==> config.mk <==
export PLATFORM = sky130hd
export DESIGN_NAME = wb_stage_reg
export DESIGN_NICKNAME = d
export VERILOG_FILES = /design/src/rtl/wb_stage_reg.sv
export SDC_FILE = /design/constraint.sdc
export NUM_CORES = 1
export LEC_CHECK = 0
export BUFFER_PORTS_ARGS = -buffer_cell sky130_fd_sc_hd__buf_4
export CAP_MARGIN = 15
export CORE_AREA = 2 2 131 133
export CTS_BUF_LIST = sky130_fd_sc_hd__clkbuf_4
export CTS_CLUSTER_DIAMETER = 40
export DETAILED_ROUTE_END_ITERATION = 16
export DIE_AREA = 0 0 133 135
export GPL_TIMING_DRIVEN = 0
export HOLD_SLACK_MARGIN = 0.12
export PLACE_DENSITY = 0.81
export SLEW_MARGIN = 20
export SYNTH_ARGS = -nofsm -noshare
export SYNTH_HDL_FRONTEND = slang
export SYNTH_SLANG_ARGS = --single-unit
==> constraint.sdc <==
create_clock -name clk -period 2.2 [get_ports clk]
set_clock_uncertainty 0.1 [all_clocks]
set_input_delay 0.11 -clock clk [delete_from_list [all_inputs] [get_ports clk]]
set_output_delay 0.11 -clock clk [all_outputs]
set_load 0.01 [all_outputs]
==> src/rtl/wb_stage_reg.sv <==
// wb_stage_reg: M-to-W pipeline register for the pipelined Y86 core.
// Latches the memory-stage result into the W_* bundle feeding register-file
// writeback. It also derives the dstE/dstM destinations, applies stall and
// bubble control, freezes on a non-AOK status and counts retired instructions.
module wb_stage_reg #(
    parameter int CNT_W = 32
) (
    input  logic             clk,
    input  logic             rst,
    input  logic [2:0]       M_stat,
    input  logic [2:0]       m_stat,
    input  logic [3:0]       M_icode,
    input  logic [3:0]       M_rA,
    input  logic [3:0]       M_rB,
    input  logic             M_Cnd,
    input  logic [63:0]      M_valE,
    input  logic [63:0]      m_valM,
    input  logic             W_stall,
    input  logic             W_bubble,
    output logic [2:0]       W_stat,
    output logic [3:0]       W_icode,
    output logic [3:0]       W_rA,
    output logic [3:0]       W_rB,
    output logic             W_Cnd,
    output logic [63:0]      W_valE,
    output logic [63:0]      W_valM,
    output logic [3:0]       W_dstE,
    output logic [3:0]       W_dstM,
    output logic             halted,
    output logic [CNT_W-1:0] retired
);

    typedef enum logic [2:0] {
        STAT_AOK = 3'd1,
        STAT_HLT = 3'd2,
        STAT_ADR = 3'd3,
        STAT_INS = 3'd4
    } stat_t;

    typedef enum logic [3:0] {
        I_HALT   = 4'h0,
        I_NOP    = 4'h1,
        I_RRMOVQ = 4'h2,
        I_IRMOVQ = 4'h3,
        I_RMMOVQ = 4'h4,
        I_MRMOVQ = 4'h5,
        I_OPQ    = 4'h6,
        I_JXX    = 4'h7,
        I_CALL   = 4'h8,
        I_RET    = 4'h9,
        I_PUSHQ  = 4'hA,
        I_POPQ   = 4'hB
    } icode_t;

    localparam logic [3:0] REG_NONE = 4'hF;
    localparam logic [3:0] REG_RSP  = 4'h4;

    // M_stat is superseded by m_stat, which already folds in memory faults.
    logic unused_m_stat;
    assign unused_m_stat = ^M_stat;

    logic m_fault;
    logic m_aok;
    logic m_counts;

    // Classify the incoming status and whether this instruction retires.
    always_comb begin
        m_fault  = (m_stat == STAT_ADR) || (m_stat == STAT_INS);
        m_aok    = (m_stat == STAT_AOK);
        m_counts = m_aok && (M_icode != I_HALT) && (M_icode != I_NOP);
    end

    // Pipeline register: reset, then hold (halted or stall), bubble, capture.
    always_ff @(posedge clk) begin
        if (rst) begin
            W_stat  <= STAT_AOK;
            W_icode <= I_NOP;
            W_rA    <= REG_NONE;
            W_rB    <= REG_NONE;
            W_Cnd   <= 1'b0;
            W_valE  <= '0;
            W_valM  <= '0;
            halted  <= 1'b0;
            retired <= '0;
        end else if (!halted && !W_stall) begin
            if (W_bubble) begin
                W_stat  <= STAT_AOK;
                W_icode <= I_NOP;
                W_rA    <= REG_NONE;
                W_rB    <= REG_NONE;
                W_Cnd   <= 1'b0;
                W_valE  <= '0;
                W_valM  <= '0;
            end else begin
                W_stat <= m_stat;
                W_Cnd  <= M_Cnd;
                W_valE <= M_valE;
                W_valM <= m_valM;
                // A faulting instruction keeps its status but must not write back.
                if (m_fault) begin
                    W_icode <= I_NOP;
                    W_rA    <= REG_NONE;
                    W_rB    <= REG_NONE;
                end else begin
                    W_icode <= M_icode;
                    W_rA    <= M_rA;
                    W_rB    <= M_rB;
                end
                if (!m_aok) begin
                    halted <= 1'b1;
                end
                if (m_counts) begin
                    retired <= retired + CNT_W'(1);
                end
            end
        end
    end

    // Writeback destinations decoded from the latched W registers only.
    always_comb begin
        W_dstE = REG_NONE;
        W_dstM = REG_NONE;
        case (W_icode)
            I_IRMOVQ, I_OPQ:                W_dstE = W_rB;
            I_RRMOVQ:                       W_dstE = W_Cnd ? W_rB : REG_NONE;
            I_CALL, I_RET, I_PUSHQ, I_POPQ: W_dstE = REG_RSP;
            default:                        W_dstE = REG_NONE;
        endcase
        case (W_icode)
            I_MRMOVQ, I_POPQ: W_dstM = W_rA;
            default:          W_dstM = REG_NONE;
        endcase
    end

endmodule

=== Yosys cells after proc, flatten, opt, wreduce, memory -nomap -nowiden ===
Cells that the tools add are included.

* Input bits: 151
* Output and inout port bits: 185
* Register bits after elaboration: 177
* Logic and storage cells: 49

* Reduce and logical (&&, ||, !) cells: 12
* Add/subtract/negate cells: 1
* Bitwise operators: 2
* Eq/ne operators: 12
* Muxes and demuxes: 13

{| class="wikitable"
|+ Operators with widths
! operator !! number
|-
| 2-to-1 mux 64 bit || 2
|-
| adder 32 x 1 -> 32 bit (second input constant) || 1
|-
| 2-to-1 mux 4 bit || 8
|-
| == test 4 bit (second input constant) || 4
|-
| case mux 4 bit (3 select lines) || 1
|-
| == test 4 x 2 -> 1 bit (second input constant) || 2
|-
| == test 4 x 3 -> 1 bit (second input constant) || 2
|-
| AND reduction 3 bit || 2
|-
| != test 4 x 1 -> 1 bit (second input constant) || 1
|-
| nonzero test 4 bit || 1
|-
| OR reduction 2 bit || 2
|-
| OR reduction 4 bit || 1
|-
| == test 3 x 1 -> 1 bit (second input constant) || 1
|-
| == test 3 x 2 -> 1 bit (second input constant) || 1
|-
| == test 3 bit (second input constant) || 1
|-
| logical AND 1 bit || 3
|-
| 2-to-1 mux 3 bit || 1
|-
| zero test 1 bit || 2
|-
| inverter 1 bit || 2
|-
| logical OR 1 bit || 1
|-
| 2-to-1 mux 1 bit || 1
|}

=== Longest topological paths before layout ===
Gate-level depths: netlist (run 1).

* Depth after elaboration: 4
* Mapped depth: 7
* Gate-level depth less buffers: 5

=== Worst setup path before layout (run 1) ===
OpenSTA, ideal clock, no wires.

* Path type: reg2reg
* From: register halted
* To: register retired[31]
* Arrival time: 2.090 ns
* Data required time: 1.977 ns
* Clock period less this slack: 2.313 ns
* Library setup time: 0.123 ns
* Path buffers: 2
* Path slack: -0.113 ns
* Stages on the path, launching flop included: 7
* Cell sequence: dfxtp_1 -> or3_1 -> buf_2 -> or4_1 -> buf_2 -> nor4_1 -> mux2_1

* Cells in the longest elaborated chain, start to end: 3

{| class="wikitable"
|+ RTL lines
! element !! RTL line !! RTL
|-
| start, declared || 29 || <nowiki>output logic halted,</nowiki>
|-
| start signal, assigned || 83 || <nowiki>halted <= 1'b0;</nowiki>
|-
| start signal, assigned || 110 || <nowiki>halted <= 1'b1;</nowiki>
|-
| zero test 1 bit || 85 || <nowiki>end else if (!halted && !W_stall) begin</nowiki>
|-
| logical AND 1 bit || 85 ||
|-
| AND reduction 3 bit (no source line) || - ||
|-
| end signal, assigned || 113 || <nowiki>retired <= retired + CNT_W'(1);</nowiki>
|-
| end, declared || 30 || <nowiki>output logic [CNT_W-1:0] retired</nowiki>
|}

Every way passes these cells.
A chain may end at the register's enable or synchronous reset.

=== Worst setup path in the final report (run 1) ===
* From: input m_stat[2]
* To: register retired[26]

* Cells in the longest elaborated chain, start to end: 4

{| class="wikitable"
|+ RTL lines
! element !! RTL line !! RTL
|-
| start, declared || 11 || <nowiki>input logic [2:0] m_stat,</nowiki>
|-
| == test 3 x 1 -> 1 bit || 69 || <nowiki>m_aok = (m_stat == STAT_AOK);</nowiki>
|-
| logical AND 1 bit (2 in a row) || 70 || <nowiki>m_counts = m_aok && (M_icode != I_HALT) && (M_icode != I_NOP);</nowiki>
|-
| AND reduction 3 bit (no source line) || - ||
|}

Every way passes these cells.

==> results of run 1 <==
[flip-flops by register name, indices dropped and copies added, names as in the netlist]
| signal | flops |
|---|---|
| W_rB | 4 |
| halted | 1 |
| W_rA | 4 |
| W_stat | 3 |
| retired | 32 |
| W_Cnd | 1 |
| W_valM | 64 |
| W_icode | 4 |
| W_valE | 64 |
[per-layer routing]
layer / vias to the layer above / part of all wire
li1: 3579 / -
met1: 3798 / 0.36
met2: 472 / 0.50
met3: 133 / 0.085
met4: 4 / 0.054
met5: - / 0.00074
[per-stage QoR]
stage	total power, uW	hold WS (ns)	instances	util
2_1_floorplan	3790	0.134	701	-
3_3_place_gp	4290	0.218	1253	0.565
3_5_place_dp	4310	0.226	1253	0.565
4_1_cts	6370	-0.303	1437	0.677
5_1_grt	6620	-0.293	1440	0.682
6_report	6410	-0.265	1440	0.682
[worst min-delay path, cell delays in order]
cell and delay, ns:
buf_4 0.11, a22oi_1 0.07, nor2_1 0.07
[report_power, final]
part / internal [uW] / total, uW / switching (uW)
logic: 603 / 1140 / 535
registers: 3320 / 3390 / 78.4
clock network: 699 / 1870 / 1180
[final cells by class]
class | count | share of cell area
inverter | 4 | 0.00134
sequential | 177 | 0.318
clock inverter | 12 | 0.0120
antenna | 4 | 0.000895
multi-input combinational | 459 | 0.245
buffer | 56 | 0.0236
tap | 220 | 0.0246
clock buffer | 19 | 0.0127
timing repair buffer | 489 | 0.362
[worst max-delay path by stage]
stage	start	to	slack [ns]	cells past startpoint
final	m_stat[2]	retired[26]	-0.12	8
after CTS	halted	retired[26]	-0.06	5
after detailed placement	halted	W_rA[3]	-0.43	5
after global placement	halted	W_icode[0]	-0.89	5
after global routing	m_stat[2]	retired[28]	-0.11	8
after floorplan	halted	retired[13]	-0.01	7
[cells by family after synthesis]
family          share of synthesized area
compound gates                      0.223
xor+xnor                          0.00542
fa+ha+maj                         0.00194
buf+inv                            0.0399
flops                               0.548
mux                               0.00329
simple gates                        0.178
[timing repair]
item,4_1_cts,5_1_grt
gates resized for setup,10,29
buffers inserted,3,1
setup endpoints to repair,112,93
gates cloned,0,0
pin swaps,2,6
hold endpoints to repair,163,12
[cell usage in the layout (no fill, tap or decap), types with 8 or more instances in the layout]
cell / n
dfxtp_1: 171
nand3_1: 10
nand2_1: 24
o22ai_1: 10
clkbuf_4: 20
dlygate4sd3_1: 153
nor2_1: 145
nand4_1: 9
o21ai_0: 8
a21oi_1: 24
or4_1: 13
or3_1: 11
buf_4: 337
o31ai_1: 12
a22oi_1: 132
clkbuf_1: 40
==> reports/results.ini, run 1 <==
[yosys]
synth_edf_count=0
synth_area_leaders=dfxtp_1, a22oi_1, nor2_1, clkbuf_1, a21oi_1
synth_top_area_frac=0.548
synth_most_common_cell=dfxtp_1
ys.flop_type=dfxtp_1
ys_warn_count=0
ys_seq_area_frac=0.548
synthCells=701
syn_area_sq_um=6460
synth_cell_types=44
syn_nets=853
synth_top_area_cell=dfxtp_1
avgSynthCellArea_sq_um=9.22
ys_ff_latch=177
synthArstFlopShare=0
synth_common_cells=dfxtp_1, nor2_1, a22oi_1

[finish]
multi_input_area_sq_um=2740
syn_to_final_growth_pct=73.1
ff_latch_area_sq_um=3560
final_nets=1356
fin_area_sq_um=11200
fillers=1167
drive_gt1_frac=0.335

[worst_setup_path]
startpoint_type=input pin
timing.rr.start=halted
ff2ff_path_depth=5
crit_chain=dlygate4sd3_1, buf_4, or3b_1, buf_6, or4_1, buf_6, or4_4, a21oi_2
crit_fanout=9
cpPeakStageDelay_ns=0.58
crit_family=simple AND/OR/NAND/NOR gates
reg2reg_setup_slack_ns=-0.07
cpMostUsedCell=buf_6
end_kind=flop
r2r-end=retired[26]
critPathArrivalTime_ns=2.71
cp.required_ns=2.59
setup.worst_path.class=in2reg
cp.buffers_inverters=4
cp_slowest_cell=dlygate4sd3_1

[drt]
wl_per_cell_microns=19.8
routed_wl_microns=28500
route.detailed.drc=0
num_vias=7986
drtAntennaViolNets=0
viasPerCell=5.55
dr.pass1.iters=7
drtIter0Drc=638

[clock_network]
path_clk_slew_ns=0.13
clk_path_buf_depth=2
holdBufCountCts=153
clock_sinks=177
htree_num_levels=4
cts_tree=built
cts_buffers=17
cts-root-buf=clkbuf_4
clk_latency_ns=0.56

[placement]
place_area_sq_um=9270
port_buffers=332
hpwl_microns=17800
gp_congestion=0.887
dp_slack_ns=-0.425

[grt]
grt_pass1_vias=8041
met3_usage=0.0886
use_met1=0.332
grt_usage=0.307
antenna_found_initial=6
grt_overflow_total=0
grt_first_pass_wirelength_microns=42800
grt_use_met2=0.542
grt_max_degree=17
grt_busiest_layer=met2

[sta]
tightest_slew_ns=0.772
maxClockFrequency_mhz=431
setup_slack_ns=-0.119
final.min_clock_period_ns=2.32
setup_tns_ns=-0.959
rsz0062_at_grt=true
timing.hold.ws_ns=-0.265
slew_headroom=0.482
final_hold_viol_count=2
fin_crit_sh=1.05
report.final.slew_viol_count=0
setup_viol=19

[min_path]
hp-class=in2reg
hold_end=W_stat[1]
hold_depth=3
min_from=m_stat[1]

[floorplanning]
ios=336
rows=47
dieWidth_microns=133
fp.dieArea_sq_um=18000
core_sq_um=16400
die_y_microns=135
floorplan.initialDensity=0.394

[outcome]
violations=hold timing, setup timing
outcome=finished, violations left

[power]
peakVddDrop_mv=0.384
powerDensity_nw_per_um2=573
p_leak_uw=0.00478

[run]
cap_viol_max_count=0

Power figures use the tool's default switching activity.
==> run 2: changes to the inputs <==
--- a/config.mk
+++ b/config.mk
@@ -7,14 +7,13 @@
 export LEC_CHECK = 0
 export BUFFER_PORTS_ARGS = -buffer_cell sky130_fd_sc_hd__buf_4
 export CAP_MARGIN = 15
-export CORE_AREA = 2 2 131 133
-export CTS_BUF_LIST = sky130_fd_sc_hd__clkbuf_4
+export CORE_AREA = 2 2 129 131
 export CTS_CLUSTER_DIAMETER = 40
 export DETAILED_ROUTE_END_ITERATION = 16
-export DIE_AREA = 0 0 133 135
+export DIE_AREA = 0 0 131 133
 export GPL_TIMING_DRIVEN = 0
 export HOLD_SLACK_MARGIN = 0.12
-export PLACE_DENSITY = 0.81
+export PLACE_DENSITY = 0.83
 export SLEW_MARGIN = 20
 export SYNTH_ARGS = -nofsm -noshare
 export SYNTH_HDL_FRONTEND = slang
==> reports/results.ini, run 2 (synthesis results as in run 1) <==
[worst_setup_path]
critPathArrivalTime_ns=2.45  ; was 2.71 ns
cpPeakStageDelay_ns=0.50  ; was 0.58 ns
startpoint_type=flop  ; was input pin
cp.required_ns=2.45  ; was 2.59 ns
crit_fanout=10  ; was 9
end_kind=flop  ; unchanged
cp_slowest_cell=or4_4  ; was dlygate4sd3_1
setup.worst_path.class=reg2reg  ; was in2reg
crit_chain=or4bb_1, or4_4, buf_6, or3_1, a21oi_1  ; was dlygate4sd3_1, buf_4, or3b_1, buf_6, or4_1, buf_6, or4_4, a21oi_2

[drt]
num_vias=8099  ; was 7,986
drtIter0Drc=662  ; was 638
routed_wl_microns=30000  ; was 28,500 microns
dr.pass1.iters=6  ; was 7
route.detailed.drc=0  ; unchanged
viasPerCell=5.64  ; was 5.55
drtAntennaViolNets=0  ; unchanged
wl_per_cell_microns=20.9  ; was 19.8 microns

[sta]
tightest_slew_ns=0.888  ; was 0.772 ns
report.final.slew_viol_count=0  ; unchanged
rsz0062_at_grt=true  ; unchanged
fin_crit_sh=0.999  ; was 1.05
setup_viol=0  ; was 19
slew_headroom=0.406  ; was 0.482
final_hold_viol_count=0  ; was 2
final.min_clock_period_ns=2.20  ; was 2.32 ns
maxClockFrequency_mhz=455  ; was 431 MHz
setup_slack_ns=0.00119  ; was -0.119 ns

[finish]
final_common_cell=buf_4  ; unchanged
drive_gt1_frac=0.336  ; was 0.335
syn_to_final_growth_pct=78.3  ; was 73.1%
final_cell_mix=buf_4, dfxtp_1, dlygate4sd3_1, nor2_1, a22oi_1  ; unchanged
final_nets=1353  ; was 1,356
final_cells=1437  ; was 1,440
reg_top3=W_valE x64, W_valM x64, retired x32  ; unchanged
fin_area_sq_um=11500  ; was 11,200 sq um

[clock_network]
cts_tree=built  ; unchanged
clk_path_buf_depth=2  ; unchanged
clk_latency_ns=0.43  ; was 0.56 ns
path_clk_slew_ns=0.07  ; was 0.13 ns
cts-root-buf=clkbuf_16  ; was clkbuf_4
clock_sinks=177  ; unchanged
cts_buffers=17  ; unchanged
htree_num_levels=4  ; unchanged

[run]
cap_viol_max_count=0  ; unchanged

[grt]
grt_usage=0.329  ; was 0.307
grt_overflow_total=0  ; unchanged
antenna_found_initial=4  ; was 6
grt_max_degree=18  ; was 17
grt_pass1_vias=8173  ; was 8,041
grt_first_pass_wirelength_microns=43900  ; was 42,800 microns

[power]
swShare=0.264  ; was 0.279
peakVddDrop_mv=0.524  ; was 0.384 mV
power_frac_clock=0.421  ; was 0.293
p_leak_uw=0.00491  ; was 0.00478 uW
p_int_uw=5780  ; was 4620 uW
switching_power_uw=2070  ; was 1790 uW
p_comb_frac=0.147  ; was 0.178
powerDensity_nw_per_um2=681  ; was 573 nW/um^2
power_frac_seq=0.432  ; was 0.530

[placement]
place_inst=1253  ; unchanged
gp_congestion=0.938  ; was 0.887
place_area_sq_um=9270  ; unchanged
port_buffers=332  ; unchanged
hpwl_microns=18000  ; was 17,800 microns
dp_slack_ns=-0.464  ; was -0.425 ns

[floorplanning]
floorplan.initialDensity=0.400  ; was 0.394
die_y_microns=133  ; was 135 microns
ios=336  ; unchanged
core_sq_um=16200  ; was 16,400 sq um
dieWidth_microns=131  ; was 133 microns
fp.dieArea_sq_um=17400  ; was 18,000 sq um
rows=47  ; unchanged

[outcome]
outcome=finished clean  ; was finished, violations left

[min_path]
hp-class=in2reg  ; unchanged

-- run 2: path summary, 6_finish.rpt --
check / startpoint / to / slack, ns / cells past startpoint
setup / recovery: retired[13] / retired[14] / 0.001 / 5
hold / removal: W_stall / W_icode[0] / 0.11 / 4
setup reg to reg: retired[13] / retired[14] / 0.001 / 5
hold reg to reg: W_valM[0] / W_valM[0] / 0.41 / 2
-- run 2: through the flow --
step / setup TNS [ns] / hold slack (ns) / util / power (uW)
after floorplan: -0.0294 / 0.134 / - / 3790
after global placement: -57.50 / 0.218 / 0.573 / 4290
after detailed placement: -20.85 / 0.223 / 0.573 / 4310
after CTS: 0 / 0.133 / 0.706 / 7750
after global routing: -0.381 / 0.130 / 0.713 / 8050
final: 0 / 0.106 / 0.713 / 7850
-- run 2: worst max-delay path: cells and delay by family (launching register included) --
family,cells,cell delay (ns)
flip-flops,1,0.38
AND/OR/NAND/NOR,3,1.33
AO/OA/AOI/OAI,1,0.14
buffers and inverters,1,0.18
-- run 2: timing repair --
item | CTS | global route
cloned | 0 | 2
pin swaps | 3 | 1
hold buffers | 148 | 0
buffers inserted | 2 | 3
gates resized for setup | 11 | 25
hold endpoints to repair | 147 | 0
endpoints found under the setup margin | 104 | 96
-- run 2: power by group through the flow --
stage                     Clock, uW  Sequential (uW)  Combinational (uW)
after global placement            0             3450                 839
after floorplan                   0             3490                 295
after CTS                      3270             3380                1090
final                          3300             3390                1160
after global routing           3440             3400                1210
after detailed placement          0             3450                 860
-- run 2: layout make-up --
cell class / instances / area (sq um)
Fill cell: 1040 / 4650
Multi-Input combinational cell: 460 / 2740
Clock inverter: 14 / 198
Antenna cell: 3 / 7.51
Clock buffer: 18 / 439
Tap cell: 220 / 275
Inverter: 4 / 15.0
Buffer: 55 / 255
Sequential cell: 177 / 3550
Timing Repair Buffer: 486 / 4040
-- run 2: metal layers --
metal	wire length [microns]	track usage
met1	10500	0.346
met2	14700	0.551
met3	2750	0.109
met4	2080	0.223
met5	16	0
==> run 3: changes to the inputs <==
==> config.mk (replaced) <==
export PLATFORM = sky130hd
export DESIGN_NAME = wb_stage_reg
export DESIGN_NICKNAME = d
export VERILOG_FILES = /design/src/rtl/wb_stage_reg.sv
export SDC_FILE = /design/constraint.sdc
export NUM_CORES = 1
export LEC_CHECK = 0
export CAP_MARGIN = 15
export CORE_AREA = 2 2 131 133
export CTS_CLUSTER_DIAMETER = 40
export DETAILED_ROUTE_END_ITERATION = 16
export DIE_AREA = 0 0 133 135
export DONT_BUFFER_PORTS = 1
export GPL_TIMING_DRIVEN = 0
export HOLD_SLACK_MARGIN = 0.12
export PLACE_DENSITY = 0.62
export SETUP_SLACK_MARGIN = 0.4
export SLEW_MARGIN = 20
export SYNTH_ARGS = -nofsm -noshare
export SYNTH_HDL_FRONTEND = slang
export SYNTH_SLANG_ARGS = --single-unit
==> reports/results.ini, run 3 (synthesis results as in run 1) <==
[grt]
grt_max_degree=17  ; was 18
grt_first_pass_wirelength_microns=35900  ; was 43,900 microns
grt_overflow_total=0  ; unchanged
grt_pass1_vias=6631  ; was 8,173
grt_usage=0.254  ; was 0.329
antenna_found_initial=0  ; was 4

[sta]
fin_crit_sh=1.05  ; was 0.999
final_hold_viol_count=0  ; unchanged
timing.hold.ws_ns=0.143  ; was 0.106 ns
maxClockFrequency_mhz=434  ; was 455 MHz
slew_headroom=0.0744  ; was 0.406
setup_viol=18  ; was 0
report.final.slew_viol_count=0  ; unchanged
setup_slack_ns=-0.107  ; was 0.00119 ns
setup_tns_ns=-1.04  ; was 0 ns
rsz0062_at_grt=true  ; unchanged
tightest_slew_ns=1.38  ; was 0.888 ns
final.min_clock_period_ns=2.31  ; was 2.20 ns

[worst_setup_path]
r2r-end=retired[14]  ; unchanged
cp.required_ns=2.45  ; about the same
ff2ff_path_depth=6  ; was 5
timing.rr.start=halted  ; was retired[13]
critPathArrivalTime_ns=2.55  ; was 2.45 ns
crit_family=simple AND/OR/NAND/NOR gates  ; unchanged
end_kind=flop  ; unchanged
crit_chain=or4bb_1, or4_4, buf_2, buf_6, or3_1, a21oi_1  ; was or4bb_1, or4_4, buf_6, or3_1, a21oi_1
cpPeakStageDelay_ns=0.51  ; was 0.50 ns
reg2reg_setup_slack_ns=-0.11  ; was 0.001 ns
setup.worst_path.class=reg2reg  ; unchanged
crit_fanout=10  ; unchanged
cp_slowest_cell=or4bb_1  ; was or4_4
startpoint_type=flop  ; unchanged
cp.buffers_inverters=2  ; was 1

[floorplanning]
rows=47  ; unchanged
ios=336  ; unchanged
fp.dieArea_sq_um=18000  ; was 17,400 sq um
floorplan.initialDensity=0.394  ; was 0.400
core_sq_um=16400  ; was 16,200 sq um
die_y_microns=135  ; was 133 microns
dieWidth_microns=133  ; was 131 microns

[min_path]
min_from=W_bubble  ; was W_stall
hp-class=in2reg  ; unchanged
hold_end=W_stat[0]  ; was W_icode[0]
hold_depth=6  ; was 4

[outcome]
outcome=finished, violations left  ; was finished clean
violations=setup timing

[power]
powerDensity_nw_per_um2=800  ; was 681 nW/um^2
peakVddDrop_mv=0.528  ; was 0.524 mV
p_leak_uw=0.00342  ; was 0.00491 uW

[placement]
dp_slack_ns=-0.686  ; was -0.464 ns
hpwl_microns=15800  ; was 18,000 microns
port_buffers=0  ; was 332
place_area_sq_um=6790  ; was 9270 sq um
gp_congestion=0.838  ; was 0.938

[finish]
final_common_cell=dfxtp_1  ; was buf_4
reg_top3=W_valE x64, W_valM x64, retired x32  ; unchanged
final_nets=1033  ; was 1,353
drive_gt1_frac=0.160  ; was 0.336
n_antenna_cell=0  ; was 3
final_cell_mix=dfxtp_1, dlygate4sd3_1, nor2_1, a22oi_1, clkbuf_1  ; was buf_4, dfxtp_1, dlygate4sd3_1, nor2_1, a22oi_1
syn_to_final_growth_pct=47.7  ; was 78.3%
fin_area_sq_um=9550  ; was 11,500 sq um
ff_latch_area_sq_um=3580  ; was 3550 sq um
multi_input_area_sq_um=3010  ; was 2740 sq um
finish.utilization=0.582  ; was 0.713
fillers=1328  ; was 1,040

[clock_network]
htree_num_levels=4  ; unchanged
clk_latency_ns=0.42  ; was 0.43 ns
path_clk_slew_ns=0.07  ; about the same
cts_buffers=17  ; unchanged
clk_path_buf_depth=2  ; unchanged
clock_sinks=177  ; unchanged
cts-root-buf=clkbuf_16  ; unchanged
cts_tree=built  ; unchanged

[drt]
viasPerCell=5.89  ; was 5.64
drtIter0Drc=531  ; was 662
route.detailed.drc=0  ; unchanged
wl_per_cell_microns=21.5  ; was 20.9 microns
routed_wl_microns=23900  ; was 30,000 microns
num_vias=6560  ; was 8,099
dr.pass1.iters=5  ; was 6
drtAntennaViolNets=0  ; unchanged

[run]
cap_viol_max_count=0  ; unchanged

==> run 3: layout make-up <==
cell class / count / share of cell area
clock inverter: 14 / 0.0266
inverter: 4 / 0.00157
tap: 220 / 0.0288
sequential: 177 / 0.375
timing repair buffer: 161 / 0.171
multi-input combinational: 459 / 0.316
clock buffer: 17 / 0.0446
buffer: 61 / 0.0368
==> run 3: stage by stage <==
step / total power [uW] / std cells
final: 7630 / 1113
after global routing: 7880 / 1113
after CTS: 7620 / 1111
after detailed placement: 3940 / 921
after global placement: 3910 / 921
after floorplan: 3790 / 701
==> run 3: what timing repair did <==
item                                   CTS  global route
pin swaps                               11            20
resized for setup                       65            79
cloned                                   2             1
setup endpoints to repair              180           126
hold buffers                           148             0
buffers inserted                         9             1
endpoints found under the hold margin  154             0
==> run 3: routing by layer <==
metal	track usage	vias to the layer above	wire length (microns)
met5	0	-	0
met4	0.119	0	741
met3	0.0867	61	2070
met2	0.432	404	12100
met1	0.289	3161	9070
li1	-	2934	-
==> run 3: where the power goes <==
| group | leakage [uW] | switching (uW) | internal [uW] |
|---|---|---|---|
| clock network | 0.000328 | 1320 | 2150 |
| registers | 0.00145 | 156 | 3310 |
| logic | 0.00164 | 358 | 333 |
==> run 3: worst max path at each step <==
stage                startpoint  cells past startpoint           to
floorplan                halted                      6  retired[31]
global placement         halted                      5      W_rB[1]
detailed placement       halted                      5      W_rA[0]
CTS                 retired[13]                      5  retired[30]
global route             halted                      8  retired[17]
finish                   halted                      6  retired[14]
==> run 3: worst min-delay path, cell delays in order <==
cell and delay (ns):
or3_1 0.09, buf_6 0.09, buf_6 0.09, buf_6 0.11, o22ai_1 0.08, nand2_1 0.06
